<file path="src/rtl/cam_sccb_init_sequencer.sv">
// Camera register-init sequencer: walks an external config ROM and issues one
// SCCB register write per entry through a req/ack transaction port. Supports
// timed delay entries, an early end marker, bounded NACK retries with error
// reporting, software restart and done/busy/progress status.
module cam_sccb_init_sequencer #(
  parameter logic [7:0] DEV_ADDR   = 8'h42,
  parameter int         N_ENTRIES  = 73,
  parameter int         IDX_W      = 7,
  parameter logic [7:0] DELAY_CODE = 8'hFF,
  parameter int         CLK_PER_MS = 1000,
  parameter int         MAX_RETRY  = 3,
  parameter bit         AUTO_START = 1'b1
) (
  input  logic             clk,
  input  logic             reset,
  input  logic             start,
  output logic [IDX_W-1:0] rom_addr,
  input  logic [15:0]      rom_data,
  output logic             txn_valid,
  input  logic             txn_ready,
  output logic [7:0]       txn_dev,
  output logic [7:0]       txn_reg,
  output logic [7:0]       txn_val,
  input  logic             txn_done,
  input  logic             txn_nack,
  output logic             busy,
  output logic             done,
  output logic             error,
  output logic [IDX_W-1:0] err_index,
  output logic [IDX_W-1:0] entries_ok
);

  localparam int              RTRY_W    = (MAX_RETRY < 1) ? 1 : $clog2(MAX_RETRY + 1);
  localparam logic [IDX_W-1:0] LAST_IDX = IDX_W'(N_ENTRIES - 1);
  localparam logic [23:0]     CYC_LAST  = 24'(CLK_PER_MS - 1);
  localparam logic [RTRY_W-1:0] RTRY_MAX = RTRY_W'(MAX_RETRY);

  typedef enum logic [3:0] {
    S_IDLE   = 4'd0,
    S_FETCH  = 4'd1,
    S_DECODE = 4'd2,
    S_ISSUE  = 4'd3,
    S_WAIT   = 4'd4,
    S_DELAY  = 4'd5,
    S_NEXT   = 4'd6,
    S_DONE   = 4'd7,
    S_ERR    = 4'd8
  } state_t;

  state_t              r_state;
  state_t              w_next_state;
  logic [IDX_W-1:0]    r_index;
  logic [15:0]         r_data;
  logic [RTRY_W-1:0]   r_retry;
  logic [23:0]         r_ms_cnt;
  logic [23:0]         r_cyc_cnt;
  logic [IDX_W-1:0]    r_entries_ok;
  logic [IDX_W-1:0]    r_err_index;
  logic                r_done;
  logic                r_error;
  logic                r_busy;
  logic                r_txn_valid;
  logic                r_auto;

  logic                w_clear;
  logic                w_latch;
  logic                w_load_delay;
  logic                w_retry_inc;
  logic                w_idx_inc;
  logic                w_next_busy;

  assign rom_addr   = r_index;
  assign txn_valid  = r_txn_valid;
  assign txn_dev    = DEV_ADDR;
  assign txn_reg    = r_data[15:8];
  assign txn_val    = r_data[7:0];
  assign busy       = r_busy;
  assign done       = r_done;
  assign error      = r_error;
  assign err_index  = r_err_index;
  assign entries_ok = r_entries_ok;

  // State register; the reset pulls everything back to IDLE at once.
  always_ff @(posedge clk or negedge reset) begin
    if (!reset) begin
      r_state <= S_IDLE;
    end else begin
      r_state <= w_next_state;
    end
  end

  // Next-state decode and datapath control strobes.
  always_comb begin
    w_next_state = r_state;
    w_clear      = 1'b0;
    w_latch      = 1'b0;
    w_load_delay = 1'b0;
    w_retry_inc  = 1'b0;
    w_idx_inc    = 1'b0;
    case (r_state)
      S_IDLE: begin
        if (start || r_auto) begin
          w_clear      = 1'b1;
          w_next_state = S_FETCH;
        end else begin
          w_next_state = S_IDLE;
        end
      end
      S_FETCH: begin
        w_latch      = 1'b1;
        w_next_state = S_DECODE;
      end
      S_DECODE: begin
        if (r_data[15:8] == DELAY_CODE) begin
          if (r_data[7:0] == 8'hFF) begin
            w_next_state = S_DONE;
          end else if (r_data[7:0] == 8'h00) begin
            w_next_state = S_NEXT;
          end else begin
            w_load_delay = 1'b1;
            w_next_state = S_DELAY;
          end
        end else begin
          w_next_state = S_ISSUE;
        end
      end
      S_ISSUE: begin
        if (r_txn_valid && txn_ready) begin
          w_next_state = S_WAIT;
        end else begin
          w_next_state = S_ISSUE;
        end
      end
      S_WAIT: begin
        if (txn_done) begin
          if (!txn_nack) begin
            w_next_state = S_NEXT;
          end else if (r_retry < RTRY_MAX) begin
            w_retry_inc  = 1'b1;
            w_next_state = S_ISSUE;
          end else begin
            w_next_state = S_ERR;
          end
        end else begin
          w_next_state = S_WAIT;
        end
      end
      S_DELAY: begin
        if ((r_cyc_cnt == CYC_LAST) && (r_ms_cnt == 24'd1)) begin
          w_next_state = S_NEXT;
        end else begin
          w_next_state = S_DELAY;
        end
      end
      S_NEXT: begin
        if (r_index == LAST_IDX) begin
          w_next_state = S_DONE;
        end else begin
          w_idx_inc    = 1'b1;
          w_next_state = S_FETCH;
        end
      end
      S_DONE, S_ERR: begin
        if (start) begin
          w_clear      = 1'b1;
          w_next_state = S_FETCH;
        end else begin
          w_next_state = r_state;
        end
      end
      default: begin
        w_next_state = S_IDLE;
      end
    endcase
  end

  // Busy is high in every state that is actively walking the table.
  always_comb begin
    w_next_busy = 1'b1;
    case (w_next_state)
      S_IDLE, S_DONE, S_ERR: w_next_busy = 1'b0;
      default:               w_next_busy = 1'b1;
    endcase
  end

  // Registered status and transaction outputs, aligned with the state register.
  always_ff @(posedge clk or negedge reset) begin
    if (!reset) begin
      r_busy      <= 1'b0;
      r_txn_valid <= 1'b0;
      r_done      <= 1'b0;
      r_error     <= 1'b0;
      r_err_index <= {IDX_W{1'b0}};
      r_auto      <= AUTO_START;
    end else begin
      r_busy      <= w_next_busy;
      r_txn_valid <= (w_next_state == S_ISSUE);
      if (w_clear) begin
        r_auto      <= 1'b0;
        r_done      <= 1'b0;
        r_error     <= 1'b0;
        r_err_index <= {IDX_W{1'b0}};
      end else begin
        if (w_next_state == S_DONE) begin
          r_done <= 1'b1;
        end
        if ((w_next_state == S_ERR) && (r_state != S_ERR)) begin
          r_error     <= 1'b1;
          r_err_index <= r_index;
        end
      end
    end
  end

  // Table walk: index, entry latch, retry count and progress counter.
  always_ff @(posedge clk or negedge reset) begin
    if (!reset) begin
      r_index      <= {IDX_W{1'b0}};
      r_data       <= 16'h0000;
      r_retry      <= {RTRY_W{1'b0}};
      r_entries_ok <= {IDX_W{1'b0}};
    end else if (w_clear) begin
      r_index      <= {IDX_W{1'b0}};
      r_retry      <= {RTRY_W{1'b0}};
      r_entries_ok <= {IDX_W{1'b0}};
    end else begin
      if (w_latch) begin
        r_data <= rom_data;
      end
      if (w_retry_inc) begin
        r_retry <= r_retry + {{(RTRY_W-1){1'b0}}, 1'b1};
      end
      if (r_state == S_NEXT) begin
        r_entries_ok <= r_entries_ok + {{(IDX_W-1){1'b0}}, 1'b1};
        r_retry      <= {RTRY_W{1'b0}};
      end
      if (w_idx_inc) begin
        r_index <= r_index + {{(IDX_W-1){1'b0}}, 1'b1};
      end
    end
  end

  // Delay timer: cycle counter wraps every millisecond, ms counter counts down.
  always_ff @(posedge clk or negedge reset) begin
    if (!reset) begin
      r_ms_cnt  <= 24'd0;
      r_cyc_cnt <= 24'd0;
    end else if (w_load_delay) begin
      r_ms_cnt  <= {16'd0, r_data[7:0]};
      r_cyc_cnt <= 24'd0;
    end else if (r_state == S_DELAY) begin
      if (r_cyc_cnt == CYC_LAST) begin
        r_cyc_cnt <= 24'd0;
        r_ms_cnt  <= r_ms_cnt - 24'd1;
      end else begin
        r_cyc_cnt <= r_cyc_cnt + 24'd1;
      end
    end
  end

endmodule
</file>
<file path="config.mk">
export PLATFORM = sky130hd
export DESIGN_NAME = cam_sccb_init_sequencer
export DESIGN_NICKNAME = d
export VERILOG_FILES = /design/src/rtl/cam_sccb_init_sequencer.sv
export SDC_FILE = /design/constraint.sdc
export NUM_CORES = 1
export LEC_CHECK = 0
export CAP_MARGIN = 10
export CORE_MARGIN = 2
export CORE_UTILIZATION = 45
export DETAILED_ROUTE_END_ITERATION = 8
export DONT_BUFFER_PORTS = 1
export GPL_ROUTABILITY_DRIVEN = 0
export HOLD_SLACK_MARGIN = 0.08
export PLACE_DENSITY_LB_ADDON = 0.08
export SYNTH_ARGS = -nofsm -noshare
export SYNTH_HDL_FRONTEND = slang
export SYNTH_SLANG_ARGS = --single-unit
export TNS_END_PERCENT = 30
</file>
<file path="constraint.sdc">
create_clock -name clk -period 2.5 [get_ports clk]
set_clock_uncertainty 0.2 [all_clocks]
set_input_delay 0.25 -clock clk [delete_from_list [all_inputs] [get_ports clk]]
set_output_delay 0.25 -clock clk [all_outputs]
set_load 0.05 [all_outputs]
</file>
==> Yosys cells after proc, flatten, opt, wreduce, memory -nomap -nowiden <==
Index checks and enable logic that the tools add are counted.
{ "totals": {"regBits": 96, "input_bits": 22, "output_inout_bits": 49, "elab_cells": 101} }
{ "op_classes": {"n_addsub": 5, "magnitude_cmp": 1, "eq_ne": 17, "mux": 46, "bitwise": 1, "reduce_logical": 18} }
{ "op_table": {"columns": ["op", "n"], "rows": [
  ["24-bit two-way mux", 6],
  ["7-bit two-way mux", 6],
  ["4-bit one-hot mux with 8 select lines", 1],
  ["24-bit by 1-bit adder with 24-bit output (second input constant)", 1],
  ["24-bit by 1-bit equality test with 1-bit output (second input constant)", 1],
  ["24-bit by 10-bit equality test with 1-bit output (second input constant)", 1],
  ["24-bit by 1-bit subtractor with 24-bit output (second input constant)", 1],
  ["4-bit by 3-bit equality test with 1-bit output (second input constant)", 5],
  ["4-bit two-way mux", 5],
  ["1-bit two-way mux", 19],
  ["8-bit equality test (second input constant)", 2],
  ["7-bit by 1-bit adder with 7-bit output (second input constant)", 2],
  ["4-bit by 2-bit equality test with 1-bit output (second input constant)", 3],
  ["2-bit two-way mux", 6],
  ["2-bit nonzero test", 6],
  ["4-bit equality test (second input constant)", 2],
  ["4-bit logical NOT", 2],
  ["8-bit logical NOT", 1],
  ["7-bit equality test (second input constant)", 1],
  ["3-bit two-way mux", 2],
  ["4-bit by 1-bit equality test with 1-bit output (second input constant)", 1],
  ["4-bit != test (second input constant)", 1],
  ["2-bit AND reduction", 2],
  ["1-bit logical AND", 3],
  ["other kinds (8)", 8]
]} }

==> Depth between registers and ports, before layout <==
{ "depth": {"depth_word": 9, "mapped_depth": 8, "ltp_nobuf": 8} }

==> Worst setup path before layout <==
OpenSTA, ideal clock, no wires.
{ "synth_path": {"path_type": "reg2reg", "start": "register r_data[2]", "end": "register r_ms_cnt[19]", "setup_time_ns": 0.078, "t_arrival_ns": 2.296, "required_time_ns": 2.222, "slack_ns": -0.074, "stages_incl_launch_ff": 8, "n_path_buf": 1, "synth_period_minus_slack_ns": 2.574, "cell_sequence": "dfrtp_1 and4_1 a211oi_1 and2_1 buf_2 o2111ai_1 or4_1 a21oi_1"} }
{ "synth_via": {"elab_chain_len": 7, "elab_cells_between_ends": 10, "cone_classes": "eq/ne: 1; mux: 5; reduce/logical: 4"} }
{ "synth_lines": {"columns": ["element", "line", "text"], "rows": [
  ["from (decl)", "53", "logic [15:0] r_data;"],
  ["from (signal assigned)", "228", "r_data <= rom_data;"],
  ["8-bit logical NOT", "117", "end else if (r_data[7:0] == 8'h00) begin"],
  ["1-bit two-way mux", "117", null],
  ["1-bit two-way mux *", "115", "if (r_data[7:0] == 8'hFF) begin"],
  ["1-bit two-way mux *", "114", "if (r_data[15:8] == DELAY_CODE) begin"],
  ["1-bit two-way mux *", "100", "case (r_state)"],
  ["2-bit nonzero test (no line)", null, null],
  ["2-bit AND reduction (no line)", null, null],
  ["to (signal assigned)", "249", "r_ms_cnt <= {16'd0, r_data[7:0]};"],
  ["to (signal assigned)", "254", "r_ms_cnt <= r_ms_cnt - 24'd1;"],
  ["to (decl)", "55", "logic [23:0] r_ms_cnt;"]
]} }
Mark *: on every way between the ends. The rest lies on a longest branch, timed or not.
A chain may end at the register's enable or synchronous reset.

==> Final worst setup path <==
{ "layout_path": {"start": "register r_cyc_cnt[12]", "end": "register r_ms_cnt[13]"} }
{ "layout_via": {"elab_chain_len": 3} }
{ "layout_lines": {"columns": ["element", "line", "text"], "rows": [
  ["from (decl)", "56", "logic [23:0] r_cyc_cnt;"],
  ["from (signal assigned)", "256", "r_cyc_cnt <= r_cyc_cnt + 24'd1;"],
  ["24-bit by 10-bit equality test with 1-bit output", "252", "if (r_cyc_cnt == CYC_LAST) begin"],
  ["2-bit nonzero test (no line)", null, null],
  ["2-bit AND reduction (no line)", null, null]
]} }
No other way between the ends.

==> flow_metrics.env <==
export IMPL_synth_seq_area_share_pct=48.69
export IMPL_async_flop_share_pct=100.0
export IMPL_p_switching_w=0.002690
export IMPL_vias=4061
export IMPL_clkTransAtPathRegs_ps=100
export IMPL_r2r_slack_ps=-40
export IMPL_start_util_pct=45.73
export IMPL_rows=38
export IMPL_synthFlopType="dfrtp_1"
export IMPL_synth_top_family_by_area="simple AND/OR/NAND/NOR gates"
export IMPL_hold_class="in -> async"
export IMPL_drc=0
export IMPL_nets=618
export IMPL_core_um2=10790
export IMPL_fin_crit_sh_pct=101.5
export IMPL_drt_pass1_iterations=4
export IMPL_rsz0062_at_grt="yes"
export IMPL_ios=71
export IMPL_clockBufferDepth=2
export IMPL_seq_area_um2=2404
export IMPL_crit_fanout=6
export IMPL_synth_edf_count=0
export IMPL_slew_viol_final=0
export IMPL_end_kind="flip-flop"
export IMPL_cp_slowest_stage_delay_ps=560
export IMPL_cts_max_level=3
export IMPL_port_buffers=0
export IMPL_multi_input_area_um2=2430
export IMPL_hold_slack_ps=-649.8
export IMPL_die_w_um=108.7
export IMPL_synth_mux_area_share_pct=4.233
export IMPL_p_leak_nw=2.743
export IMPL_pre_cts_ws_ps=54.49
export IMPL_worst_pin_slew_ps=547.7
export IMPL_critPathKind="reg -> reg"
export IMPL_crit_required_ps=2600
export IMPL_drive_above_1_share_pct=21.55
export IMPL_root_buffer="clkbuf_8"
export IMPL_hpwl_mm=7.852
export IMPL_ys_warnings_count=0
export IMPL_yosysUniqueCellTypes=57
export IMPL_grt_pass1_vias=3970
export IMPL_switching_share_pct=42.33
export IMPL_r2r_end="r_ms_cnt[13]"
export IMPL_violations="hold timing, setup timing"
export IMPL_fillCellCount=954
export IMPL_drt_iter0_drc=217
export IMPL_worstPathArrival_ps=2640
export IMPL_synth_compound_area_share_pct=10.34
export IMPL_p_int_w=0.003664
export IMPL_power_w=0.006354
export IMPL_r2r_cells=6
export IMPL_clock_fmax_ghz=0.3942
export IMPL_maxCapViolCount=0
export IMPL_grt_usage_pct=20.71
export IMPL_num_antenna_cells=0
export IMPL_status="finished with violations"
export IMPL_cts_sinks=96
export IMPL_vdd_drop_max_uv=824.2
export IMPL_cpMaxStageDelayCell="or4_4"
export IMPL_numCtsBuffers=9
export IMPL_wl_mm=11.68
export IMPL_postSynthCellCount=504
export IMPL_grt_max_degree=97
export IMPL_cts_hold_buf=18
export IMPL_antenna_found_initial=0
export IMPL_setup_ws_ps=-36.76
export IMPL_syn_area_um2=4936
export IMPL_chipHeight_um=108.7
export IMPL_p_seq_share_pct=35.1
export IMPL_ant_nets=0
export IMPL_insertion_delay_ps=380
export IMPL_cts_tree="yes"
export IMPL_period_needed_ps=2537
export IMPL_synthToLayoutAreaGrowth_pct=23.37
export IMPL_max_slew_margin_rel_pct=63.48
export IMPL_drt_vias_per_instance=5.533
export IMPL_path_cells="or4_4 > nor4_4 > buf_6 > o211ai_1 > or4_1 > a21oi_2"
export IMPL_ys_ff_latch=96
export IMPL_r2r_start="r_cyc_cnt[12]"
export IMPL_grt_pass1_wl_mm=19.09
export IMPL_grt_overflow_total=0
export IMPL_avgRoutedWirePerCell_um=15.91
export IMPL_cp_start_kind="flip-flop"
export IMPL_hold_violations=96
export IMPL_cellPowerDensity_nw_per_um2=1043
export IMPL_power_frac_comb_pct=46.7
export IMPL_yosys_area_share_simple_pct=23.78
export IMPL_fin_util_pct=56.42
export IMPL_syn_avg_cell_area_um2=9.794
export IMPL_synth_adder_area_share_pct=1.774
export IMPL_p_clk_share_pct=18.2
export IMPL_setup_viol=3
export IMPL_synth_xor_area_share_pct=7.098
export IMPL_dieArea_um2=11820
area by class of cell:
class,count,share of cell area [%]
well taps,140,2.877
inverters,13,0.8013
repair buffers,96,13.27
flip-flops and latches,96,39.47
clock buffers,13,2.609
clock inverters,3,1.068
multi-input cells,373,39.90
sequential cells by signal, summed over array words and instances, names as in the netlist:
register    flops
busy            1
r_auto          1
r_data         16
r_ms_cnt       24
r_retry         2
entries_ok      7
error           1
done            1
err_index       7
r_state         4
rom_addr        7
r_cyc_cnt      24
txn_valid       1
power by group through the flow:
stage          combinational, W  sequential [W]  clock [W]
6_report                0.00297         0.00223    0.00116
5_1_grt                 0.00323         0.00228    0.00126
4_1_cts                 0.00293         0.00221    0.00119
3_5_place_dp            0.00290         0.00223          0
3_3_place_gp            0.00286         0.00222          0
2_1_floorplan           0.00130         0.00292          0
worst max-delay path, delay by kind of cell (launching register included):
family	cells	cell delay [ps]
buf+inv	1	170
compound gates	2	310
flops	1	430
simple gates	3	1360
cell families after synthesis:
group / after synthesis
compound gates: 82
other cells: 2
flops: 96
fa+ha+maj: 7
buf+inv: 41
xor+xnor: 40
simple gates: 217
mux: 19
timing repair:
item	4_1_cts	5_1_grt
resized for setup	1	15
pin swaps	0	4
hold endpoints to repair	124	96
setup endpoints to repair	1	32
setup buffers	0	6
gates cloned	0	2
metal layers:
layer / up-vias / track usage [%] / wire (um)
li1: 1959 / - / -
met1: 1954 / 27.44 / 5321
met2: 128 / 32.90 / 5416
met3: 20 / 4.483 / 712
met4: 0 / 8.700 / 227
met5: - / 0 / 0
cells in the final DEF, fill, tap and decap left out, drive strengths merged, types with 7 or more instances in the layout:
| cell type | count |
|---|---|
| nand4 | 14 |
| xnor2 | 16 |
| nand3 | 12 |
| xor2 | 24 |
| or3 | 11 |
| nor3 | 24 |
| or4 | 9 |
| mux2 | 15 |
| nand2 | 46 |
| a21oi | 18 |
| conb | 8 |
| nor2 | 48 |
| nor4 | 11 |
| inv | 13 |
| and3 | 9 |
| ha | 7 |
| o21ai | 30 |
| dfrtp | 95 |
| clkbuf | 14 |
| buf | 77 |
| dlygate4sd3 | 18 |
worst max-delay path by stage:
stage	from	end	slack (ps)	cells after the start
6_report	r_cyc_cnt[12]	r_ms_cnt[13]	-40	6
5_1_grt	r_cyc_cnt[12]	r_ms_cnt[13]	-170	6
3_3_place_gp	r_data[4]	r_cyc_cnt[22]	40	8
3_5_place_dp	r_state[3]	r_ms_cnt[13]	50	8
4_1_cts	r_state[3]	r_ms_cnt[13]	9	8
2_1_floorplan	r_data[0]	r_cyc_cnt[22]	-50	7
cells in the mapped netlist, types with 12 or more instances:
cell	number	share of area (%)
nor3_1	23	2.3
mux2_2	15	3.4
xnor2_1	16	2.8
nor2_1	48	3.7
xor2_1	24	4.3
nand2_1	46	3.5
inv_1	13	0.99
nand3_1	12	1.2
dfrtp_1	95	48
nand4_1	14	1.8
o21ai_0	29	2.9
a21oi_1	17	1.7
through the flow:
| stage | std cells | setup TNS [ps] | cell area, um^2 | hold WS [ps] |
|---|---|---|---|---|
| after floorplan | 510 | -53.03 | 4964 | -245.6 |
| after global placement | 693 | 0 | 5544 | -243.7 |
| after detailed placement | 693 | 0 | 5544 | -243.6 |
| after CTS | 727 | 0 | 5952 | -668.4 |
| after global routing | 734 | -706.0 | 6090 | -675.4 |
| final | 734 | -57.34 | 6090 | -649.8 |
Power figures use the tool's default switching activity.
